==> src/rtl/maquina_pkg.sv <==
// Shared vending-machine definitions: money width, default coin values and state encoding.
// Optional macro ACK_TIMEOUT_EN adds the FALLA state used by the ack-timeout fault.
package maquina_pkg;

  localparam int MONEY_W      = 4;
  localparam int DEN_ALTA_DEF = 2;
  localparam int DEN_BAJA_DEF = 1;

  typedef logic [MONEY_W-1:0] dinero_t;

  localparam logic [2:0] ST_IDLE     = 3'd0;
  localparam logic [2:0] ST_SELECT   = 3'd1;
  localparam logic [2:0] ST_REQ_ALTA = 3'd2;
  localparam logic [2:0] ST_REQ_BAJA = 3'd3;
  localparam logic [2:0] ST_GAP      = 3'd4;
  localparam logic [2:0] ST_DONE     = 3'd5;
`ifdef ACK_TIMEOUT_EN
  localparam logic [2:0] ST_FALLA    = 3'd6;
`endif

  typedef enum logic [2:0] {
    IDLE     = ST_IDLE,
    SELECT   = ST_SELECT,
    REQ_ALTA = ST_REQ_ALTA,
    REQ_BAJA = ST_REQ_BAJA,
    GAP      = ST_GAP,
`ifdef ACK_TIMEOUT_EN
    FALLA    = ST_FALLA,
`endif
    DONE     = ST_DONE
  } estado_t;

endpackage

==> src/rtl/dispensador_cambio_if.sv <==
// Bundle between the vending top level / coin ejector and the change dispenser.
// The dispenser uses the slave modport; the driver of sales and acks uses master.
interface dispensador_cambio_if;
  import maquina_pkg::*;

  dinero_t cambio;
  logic    vend;
  logic    ack;
  logic    req_alta;
  logic    req_baja;
  dinero_t restante;
  logic    ocupado;
  logic    fin;
  logic    falla;

  modport master (
    output cambio, vend, ack,
    input  req_alta, req_baja, restante, ocupado, fin, falla
  );

  modport slave (
    input  cambio, vend, ack,
    output req_alta, req_baja, restante, ocupado, fin, falla
  );

endinterface

==> src/rtl/dispensador_cambio_pausa.sv <==
// contador_pausa: loadable down-counter that stops at zero and flags it.
// Used for the inter-coin gap and, with ACK_TIMEOUT_EN, for the ack timeout.
module contador_pausa #(
  parameter int WIDTH = 4
) (
  input  logic             clk,
  input  logic             reset,
  input  logic             carga,
  input  logic [WIDTH-1:0] valor,
  input  logic             habilita,
  output logic             cero
);

  logic [WIDTH-1:0] cuenta;

  always_ff @(posedge clk) begin
    if (reset) begin
      cuenta <= '0;
    end else if (carga) begin
      cuenta <= valor;
    end else if (habilita && (cuenta != '0)) begin
      cuenta <= cuenta - WIDTH'(1);
    end
  end

  assign cero = (cuenta == '0);

endmodule

==> src/rtl/dispensador_cambio.sv <==
// dispensador_cambio: pays out change one coin at a time (greedy, two denominations) via req/ack.
// Optional macro ACK_TIMEOUT_EN: missing ack for TIMEOUT_CYCLES cycles latches a sticky fault.
module dispensador_cambio
  import maquina_pkg::*;
#(
  parameter int DEN_ALTA       = DEN_ALTA_DEF,
  parameter int DEN_BAJA       = DEN_BAJA_DEF,
  parameter int GAP_CYCLES     = 2,
  parameter int TIMEOUT_CYCLES = 255
) (
  input logic                 clk,
  input logic                 reset,
  dispensador_cambio_if.slave bus
);

  if ((DEN_BAJA < 1) || (DEN_ALTA <= DEN_BAJA) || (DEN_ALTA > 15) ||
      (GAP_CYCLES < 0) || (GAP_CYCLES > 15) ||
      (TIMEOUT_CYCLES < 1) || (TIMEOUT_CYCLES > 255)) begin : g_param_invalido
    $error("dispensador_cambio: illegal parameter combination");
  end

  localparam dinero_t    ALTA      = dinero_t'(DEN_ALTA);
  localparam dinero_t    BAJA      = dinero_t'(DEN_BAJA);
  localparam logic [3:0] GAP_CARGA = 4'((GAP_CYCLES > 0) ? GAP_CYCLES - 1 : 0);

  estado_t estado, siguiente;

  dinero_t restante_q;
  logic    req_alta_q, req_baja_q, ocupado_q, fin_q;
  logic    ack_alta, ack_baja;
  logic    gap_cero;

  assign ack_alta = (estado == REQ_ALTA) && bus.ack;
  assign ack_baja = (estado == REQ_BAJA) && bus.ack;

  // The gap counter is loaded with GAP_CYCLES-1 on the acknowledging edge so GAP lasts GAP_CYCLES cycles.
  contador_pausa #(.WIDTH(4)) u_gap (
    .clk      (clk),
    .reset    (reset),
    .carga    (ack_alta | ack_baja),
    .valor    (GAP_CARGA),
    .habilita (estado == GAP),
    .cero     (gap_cero)
  );

`ifdef ACK_TIMEOUT_EN
  localparam logic [7:0] TO_CARGA = 8'(TIMEOUT_CYCLES - 1);

  logic to_cero;
  logic falla_q;

  // SELECT always precedes a request state, so loading there restarts the timeout per coin.
  contador_pausa #(.WIDTH(8)) u_timeout (
    .clk      (clk),
    .reset    (reset),
    .carga    (estado == SELECT),
    .valor    (TO_CARGA),
    .habilita ((estado == REQ_ALTA) || (estado == REQ_BAJA)),
    .cero     (to_cero)
  );
`endif

  always_ff @(posedge clk) begin
    if (reset) begin
      estado <= IDLE;
    end else begin
      estado <= siguiente;
    end
  end

  always_comb begin
    siguiente = estado;
    case (estado)
      IDLE: begin
        if (bus.vend) begin
          siguiente = (bus.cambio != '0) ? SELECT : DONE;
        end
      end
      SELECT: begin
        if (restante_q >= ALTA) begin
          siguiente = REQ_ALTA;
        end else if (restante_q >= BAJA) begin
          siguiente = REQ_BAJA;
        end else begin
          siguiente = DONE;
        end
      end
      REQ_ALTA, REQ_BAJA: begin
        if (bus.ack) begin
          siguiente = (GAP_CYCLES == 0) ? SELECT : GAP;
        end
`ifdef ACK_TIMEOUT_EN
        else if (to_cero) begin
          siguiente = FALLA;
        end
`endif
      end
      GAP: begin
        if (gap_cero) begin
          siguiente = SELECT;
        end
      end
      DONE: begin
        siguiente = IDLE;
      end
`ifdef ACK_TIMEOUT_EN
      FALLA: begin
        siguiente = FALLA;
      end
`endif
      default: begin
        siguiente = IDLE;
      end
    endcase
  end

  // Outputs are registered from the next state so they line up with the state they describe.
  always_ff @(posedge clk) begin
    if (reset) begin
      req_alta_q <= 1'b0;
      req_baja_q <= 1'b0;
      ocupado_q  <= 1'b0;
      fin_q      <= 1'b0;
      restante_q <= '0;
    end else begin
      req_alta_q <= (siguiente == REQ_ALTA);
      req_baja_q <= (siguiente == REQ_BAJA);
      ocupado_q  <= (siguiente != IDLE);
      fin_q      <= (siguiente == DONE);
      if ((estado == IDLE) && bus.vend) begin
        restante_q <= bus.cambio;
      end else if (ack_alta) begin
        restante_q <= restante_q - ALTA;
      end else if (ack_baja) begin
        restante_q <= restante_q - BAJA;
      end
    end
  end

`ifdef ACK_TIMEOUT_EN
  always_ff @(posedge clk) begin
    if (reset) begin
      falla_q <= 1'b0;
    end else begin
      falla_q <= (siguiente == FALLA);
    end
  end

  assign bus.falla = falla_q;
`else
  assign bus.falla = 1'b0;
`endif

  assign bus.req_alta = req_alta_q;
  assign bus.req_baja = req_baja_q;
  assign bus.ocupado  = ocupado_q;
  assign bus.fin      = fin_q;
  assign bus.restante = restante_q;

endmodule

==> src/flat_wrapper.sv <==
// flat-port wrapper written by rule: the top's interface ports become plain ports
module dispensador_cambio_flat import maquina_pkg::*;
#(
  parameter int DEN_ALTA       = DEN_ALTA_DEF,
  parameter int DEN_BAJA       = DEN_BAJA_DEF,
  parameter int GAP_CYCLES     = 2,
  parameter int TIMEOUT_CYCLES = 255
)
  (clk, reset, bus_cambio, bus_vend, bus_ack, bus_req_alta, bus_req_baja, bus_restante, bus_ocupado, bus_fin, bus_falla);
  dispensador_cambio_if bus_i ();
  input logic clk;
  input logic reset;
  input wire logic [$bits(bus_i.cambio)-1:0] bus_cambio;
  input wire logic [$bits(bus_i.vend)-1:0] bus_vend;
  input wire logic [$bits(bus_i.ack)-1:0] bus_ack;
  output wire logic [$bits(bus_i.req_alta)-1:0] bus_req_alta;
  output wire logic [$bits(bus_i.req_baja)-1:0] bus_req_baja;
  output wire logic [$bits(bus_i.restante)-1:0] bus_restante;
  output wire logic [$bits(bus_i.ocupado)-1:0] bus_ocupado;
  output wire logic [$bits(bus_i.fin)-1:0] bus_fin;
  output wire logic [$bits(bus_i.falla)-1:0] bus_falla;
  assign bus_i.cambio = bus_cambio;
  assign bus_i.vend = bus_vend;
  assign bus_i.ack = bus_ack;
  assign bus_req_alta = bus_i.req_alta;
  assign bus_req_baja = bus_i.req_baja;
  assign bus_restante = bus_i.restante;
  assign bus_ocupado = bus_i.ocupado;
  assign bus_fin = bus_i.fin;
  assign bus_falla = bus_i.falla;
  dispensador_cambio #(.DEN_ALTA(DEN_ALTA), .DEN_BAJA(DEN_BAJA), .GAP_CYCLES(GAP_CYCLES), .TIMEOUT_CYCLES(TIMEOUT_CYCLES)) u_core (.clk(clk), .reset(reset), .bus(bus_i));
endmodule
==> config.mk <==
export PLATFORM = sky130hd
export DESIGN_NAME = dispensador_cambio_flat
export DESIGN_NICKNAME = d
export VERILOG_FILES = /design/src/rtl/maquina_pkg.sv /design/src/rtl/dispensador_cambio_if.sv /design/src/rtl/dispensador_cambio_pausa.sv /design/src/rtl/dispensador_cambio.sv /design/src/flat_wrapper.sv
export SDC_FILE = /design/constraint.sdc
export NUM_CORES = 1
export LEC_CHECK = 0
export CORE_ASPECT_RATIO = 1.75
export CORE_MARGIN = 4
export CORE_UTILIZATION = 25
export DETAILED_ROUTE_END_ITERATION = 8
export GPL_ROUTABILITY_DRIVEN = 0
export PLACE_DENSITY_LB_ADDON = 0.1
export SLEW_MARGIN = 20
export SYNTH_ARGS = -nofsm -noshare
export SYNTH_HDL_FRONTEND = slang
export SYNTH_SLANG_ARGS = --single-unit
==> constraint.sdc <==
create_clock -name clk -period 1.69 [get_ports clk]
set_clock_uncertainty 0.2 [all_clocks]
set_input_delay 0.338 -clock clk [delete_from_list [all_inputs] [get_ports clk]]
set_output_delay 0.338 -clock clk [all_outputs]
set_load 0.05 [all_outputs]
==> results.ini, run 1 <==
[floorplan]
initial_utilization = 0.259
die_w_um = 52.6
boundaryPins = 17
num_rows = 28
core_area_um2 = 3360
dieArea_um2 = 4530
die_h_um = 86.1

[place]
place_hpwl_um = 1830
io_buffers = 15

[cells_and_area]
fillers = 338
area_growth_pct = 71.4
drive_above_1_share = 0.508
diodes = 0
seq_area_um2 = 314
nets = 147
final_util = 0.444
multiInputGateArea_um2 = 621

[synthesis]
synth_area_leaders = dfxtp_1 (34%), ha_1 (8.6%), buf_4 (3.4%)
synthCells = 94
synth_edf_count = 0
synth_top_area_frac = 0.345
avgSynthCellArea_um2 = 9.26
synth-main-ff-cell = dfxtp_1
syn-num-nets = 108
synth.most_common_cell = dfxtp_1
synth_top_area_cell = dfxtp_1
async_reset_ff_frac = 0
seq_area_frac_synth = 0.345
ys_warn_count = 0
ys_top_cells_by_count = dfxtp_1 (15), inv_1 (7), ha_1 (6)
synth_seq_cells = 15
synth_cell_type_count = 39
syn_area_um2 = 871

[setup_path]
crit_end = u_core.u_gap.cuenta[0]
timing.rr.end = u_core.u_gap.cuenta[0]
r2r_slack_ps = -3
path_class = flip-flop to flip-flop
start_kind = flip-flop
crit_start = u_core.u_gap.cuenta[1]
critical_path.slowest_cell = or3b_4
ff2ff_path_depth = 6
worst-path-buf-inv = 1
crit_family = simple AND/OR/NAND/NOR gates
cp-end-kind = flip-flop
reg2reg_from = u_core.u_gap.cuenta[1]
path_cells = inv_2 -> ha_4 -> or3b_4 -> and2_4 -> xnor2_2 -> o21a_1
cp.depth = 6
worstPathArrival_ps = 1630
path_max_fanout = 5
cp.required_ps = 1630
slowest_delay_ps = 410

[grt]
grtUsageTotal = 0.116
grt_max_degree = 10
grt_antenna_before_repair = 0
grt_pass1_wl_um = 3820
grt_pass1_vias = 857
grt.overflow.total = 0

[drt]
drc_errors = 0
avgViaCountPerCell = 4.59
firstDrtPassIters = 4
antenna_left = 0
dr.first_iter.drc_count = 9
routed-via-count = 813
wl_per_cell_um = 13.1
finalWirelength_um = 2310

[timing]
layout_min_cycle_time_ps = 1690
drv_slew = 0
timing.fmax_ghz = 0.591
min_period_over_period = 1.00
hold_violations = 0
finalSetupViolCount = 1
fin_ws_ps = -3.33
rsz0062_at_grt = true

[clock_tree]
postCtsHoldBufs = 0
clockBufferDepth = 2
cts_buffers = 3
clk_pin_slew_ps = 60
clockRootBuffer = clkbuf_8
cts_sinks = 15
cts_tree = done
worst_skew_pair.late_latency_ps = 250
htree_levels = 1

[outcome]
status = complete, but fails checks
violations = negative setup slack

[power]
irDropWorstVdd_v = 0.000592
powerDensity_nw_per_um2 = 1180
power.leakage_nw = 0.620
finalPower_mw = 1.77

[min_path]
hp-class = input port to flip-flop

[flow_run]
max_cap_violations = 0

-- how the worst min path moves through the flow --
stage                      startpoint                     end  depth (start not counted)
3_3_place_gp   u_core.bus.restante[1]  u_core.bus.restante[1]                          2
5_1_grt                      bus_vend      u_core.bus.ocupado                          3
2_1_floorplan           bus_cambio[2]  u_core.bus.restante[2]                          2
6_report                     bus_vend      u_core.bus.ocupado                          3
3_5_place_dp   u_core.bus.restante[1]  u_core.bus.restante[1]                          2
4_1_cts        u_core.u_gap.cuenta[3]  u_core.u_gap.cuenta[3]                          2
-- placed cells by master (no fill, tap or decap), types with 2 or more instances in the layout --
cell type and count:
nand2_1 2, inv_1 3, clkbuf_8 3, o211a_1 2
xor2_1 3, nor2_1 5, a21oi_1 2, ha_1 3
a31oi_1 2, a22oi_1 2, inv_2 4, nor3_1 3
a21oi_2 2, clkdlybuf4s50_1 6, nand3_1 4, dfxtp_2 5
dfxtp_1 8, buf_12 9, mux2i_1 2, dfxtp_4 2
nand2b_1 2, ha_4 3, buf_4 22, o21ai_1 2
-- worst register-to-register path: stages (launching register included) --
cell	delay [ps]
dfxtp_2	320
inv_2	70
ha_4	130
or3b_4	410
and2_4	180
xnor2_2	130
o21a_1	160
-- per-stage QoR --
step	instances	area (um^2)	setup WS, ps	setup TNS (ps)	hold WS, ps
2_1_floorplan	94	885	-86.2	-93.2	267
3_3_place_gp	169	1300	-219	-1700	300
5_1_grt	177	1490	-43.0	-145	332
3_5_place_dp	169	1300	-205	-1720	294
4_1_cts	176	1440	-43.7	-43.7	367
6_report	177	1490	-3.33	-3.33	279
-- state kept, by name, summed over array words and instances (netlist names) --
register,cells
u_core.estado,3
u_core.bus.ocupado,1
u_core.u_gap.cuenta,4
u_core.bus.fin,1
u_core.bus.req_baja,1
u_core.bus.restante,4
u_core.bus.req_alta,1
-- report_power, final --
| part | internal [mW] | switching, mW |
|---|---|---|
| logic | 0.517 | 0.462 |
| clock network | 0.163 | 0.128 |
| registers | 0.420 | 0.0761 |
| total | 1.10 | 0.666 |
-- metal layers --
| metal | global-route usage | up-vias | wire (um) |
|---|---|---|---|
| li1 | - | 410 | - |
| met1 | 0.115 | 388 | 835 |
| met2 | 0.215 | 11 | 1360 |
| met3 | 0.0191 | 4 | 74 |
| met4 | 0.0628 | 0 | 41 |
| met5 | 0 | - | 0 |
-- cell families after synthesis --
group,after synthesis,share of synthesized area
xor gates and xnor gates,5,0.0503
AOI/OAI and AO/OA,22,0.182
buffers and inverters,12,0.0690
adders and majority gates,6,0.0862
and+or+nand+nor,31,0.240
muxes,2,0.0230
other,1,0.00431
DFF,15,0.345
-- final cells by class --
cell class	instances	share of cell area
Clock buffer	3	0.0277
Sequential cell	15	0.210
Inverter	7	0.0176
Multi-Input combinational cell	67	0.416
Clock inverter	1	0.00335
Tap cell	45	0.0377
Timing Repair Buffer	39	0.288
-- what timing repair did --
action,in CTS,in global routing
buffers inserted,4,1
resized for setup,13,13
pin swaps,9,7
endpoints found under the setup margin,8,12
Note: power is estimated with default switching activity, not from simulation.
==> run 2, diff against run 1 <==
--- a/config.mk
+++ b/config.mk
@@ -5,9 +5,9 @@
 export SDC_FILE = /design/constraint.sdc
 export NUM_CORES = 1
 export LEC_CHECK = 0
-export CORE_ASPECT_RATIO = 1.75
 export CORE_MARGIN = 4
-export CORE_UTILIZATION = 25
+export CORE_UTILIZATION = 45
+export CTS_CLUSTER_DIAMETER = 120
 export DETAILED_ROUTE_END_ITERATION = 8
 export GPL_ROUTABILITY_DRIVEN = 0
 export PLACE_DENSITY_LB_ADDON = 0.1
==> run 2 against run 1 <==
Net effect: critical path depth did not move; die area fell by 40%; sequential power barely moved; critical path type unchanged; the run still ends with negative setup slack left; fmax fell by 0.43%; final cell count fell by 13%; largest cell class unchanged; combinational power fell by 11%; sequential share of layout area rose by 1.9 points; highest routed layer unchanged; via count fell by 1.8%; worst setup slack got worse by 7.4 ps; register-to-register slack barely moved; largest power group unchanged.
==> results.ini, run 2 (synthesis results as in run 1) <==
[outcome]
status = complete, but fails checks
violations = negative setup slack

[min_path]
hp-class = flip-flop to flip-flop

[cells_and_area]
diodes = 0  ; unchanged
drive_above_1_share = 0.465  ; -0.0425
fillers = 121  ; -64%
final_cell_mix = buf_4 (21), buf_12 (8), dfxtp_1 (8), clkdlybuf4s50_1 (7)
area_growth_pct = 57.3
layout_commonest_cell = buf_4
nets = 144  ; -2.0%

[setup_path]
start_kind = flip-flop
cp-end-kind = flip-flop
critical_path.slowest_cell = or3b_4
path_class = flip-flop to flip-flop
cp.required_ps = 1690  ; +60 ps
worstPathArrival_ps = 1700  ; +70 ps
worst-path-buf-inv = 1  ; unchanged
path_max_fanout = 5  ; unchanged
path_cells = inv_2 -> ha_4 -> or3b_4 -> and2_4 -> xnor2_2 -> o21a_1
slowest_delay_ps = 410  ; about the same
crit_family = simple AND/OR/NAND/NOR gates

[power]
irDropWorstVdd_v = 0.000862  ; +45%
internal-power_mw = 0.951  ; -14%
seqPwrFrac = 0.313  ; +0.032
combPwrFrac = 0.550  ; -0.004
power.leakage_nw = 0.578  ; -6.9%
powerDensity_nw_per_um2 = 1160  ; -1.7%
clkPwrFrac = 0.138  ; -0.027
netSwitchingFraction = 0.403  ; +0.0263
p_sw_mw = 0.643  ; -3.5%
finalPower_mw = 1.59  ; -9.8%

[timing]
drv_slew = 0  ; unchanged
timing.fmax_ghz = 0.588  ; -0.43%
rsz0062_at_grt = true
layout_min_cycle_time_ps = 1700  ; +7.36 ps
min_period_over_period = 1.01  ; +0.00435
fin_ws_ps = -10.7  ; -7.36 ps
finalSetupViolCount = 3  ; +2
hold_violations = 0  ; unchanged
timing.hold.ws_ps = 326  ; +47.6 ps

[drt]
dr.first_iter.drc_count = 16  ; +7
routed-via-count = 798  ; -1.8%
drc_errors = 0  ; unchanged
firstDrtPassIters = 4  ; unchanged
wl_per_cell_um = 14.4  ; +10%
antenna_left = 0  ; unchanged
finalWirelength_um = 2210  ; -4.2%
avgViaCountPerCell = 5.18  ; +13%

[grt]
grt.overflow.total = 0  ; unchanged
grt_max_degree = 10  ; unchanged
grt_pass1_wl_um = 3630  ; -4.9%
grt_antenna_before_repair = 0  ; unchanged
grt_pass1_vias = 801  ; -6.5%
grtUsageTotal = 0.185  ; +0.0690

[clock_tree]
cts_tree = done
postCtsHoldBufs = 0  ; unchanged
clockBufferDepth = 2  ; unchanged
htree_levels = 1  ; unchanged
cts_sinks = 15  ; unchanged
clockRootBuffer = clkbuf_4
worst_skew_pair.late_latency_ps = 300  ; +50 ps
clk_pin_slew_ps = 100  ; +40 ps
cts_buffers = 3  ; unchanged

[floorplan]
core_area_um2 = 1780  ; -47%
die_w_um = 52.0  ; -1.2%
num_rows = 15  ; -46%
initial_utilization = 0.488  ; +0.229
die_h_um = 52.0  ; -40%
boundaryPins = 17  ; unchanged
dieArea_um2 = 2700  ; -40%

[place]
io_buffers = 15  ; unchanged
place_hpwl_um = 1680  ; -8.1%

[flow_run]
max_cap_violations = 0  ; unchanged

run 2: changes by cell type in the layout (fill, tap and decap cells not counted), sizes merged:
cell,delta
buf,-3
clkdlybuf4s50,+1
dlymetal6s2s,-1
run 2: area by class of cell:
class	count	area (um^2)	area share
clock inverters	1	5.00	0.00365
clock buffers	3	22.5	0.0164
multi-input cells	67	581	0.424
flip-flops and latches	15	314	0.229
well taps	25	31.3	0.0228
repair buffers	36	388	0.283
inverters	7	28.8	0.0210
run 2: power groups by stage:
| stage | sequential [mW] | clock (mW) | combinational [mW] |
|---|---|---|---|
| after floorplan | 0.608 | 0 | 0.345 |
| after global placement | 0.494 | 0 | 0.788 |
| after detailed placement | 0.496 | 0 | 0.802 |
| after CTS | 0.490 | 0.223 | 0.838 |
| after global routing | 0.507 | 0.239 | 0.938 |
| final | 0.499 | 0.219 | 0.876 |
run 2: worst paths after layout:
kind,startpoint,to,slack [ps],depth (start not counted)
worst max register to register,u_core.u_gap.cuenta[1],u_core.u_gap.cuenta[0],-10,6
worst min register to register,u_core.bus.restante[1],u_core.bus.restante[1],330,2
worst min-delay path,u_core.bus.restante[1],u_core.bus.restante[1],330,2
worst max-delay path,u_core.u_gap.cuenta[1],u_core.u_gap.cuenta[0],-10,6
run 2: worst register-to-register path, stage by stage (launching register included):
cell and delay [ps]:
dfxtp_2 330, inv_2 60, ha_4 120, or3b_4 410
and2_4 180, xnor2_2 130, o21a_1 160
run 2: what timing repair did:
action | in CTS | in global routing
setup endpoints to repair | 6 | 11
setup buffers | 1 | 2
cloned | 0 | 0
pin swaps | 3 | 1
resized for setup | 11 | 8
run 2: metrics by stage:
step,setup TNS (ps),instances,area [um^2],setup WS (ps),utilization
final,-15.6,154,1370,-10.7,0.768
after global routing,-223,154,1370,-62.4,0.768
after CTS,-10.6,152,1330,-10.6,0.745
after floorplan,-93.2,94,885,-86.2,-
after detailed placement,-1370,147,1250,-217,0.700
after global placement,-1190,147,1250,-170,0.700
run 2: routing by layer:
layer	wire length, um	track usage	vias up
li1	-	-	405
met1	990	0.233	375
met2	1090	0.303	16
met3	109	0.0516	2
met4	19	0.0524	0
met5	0	0	-
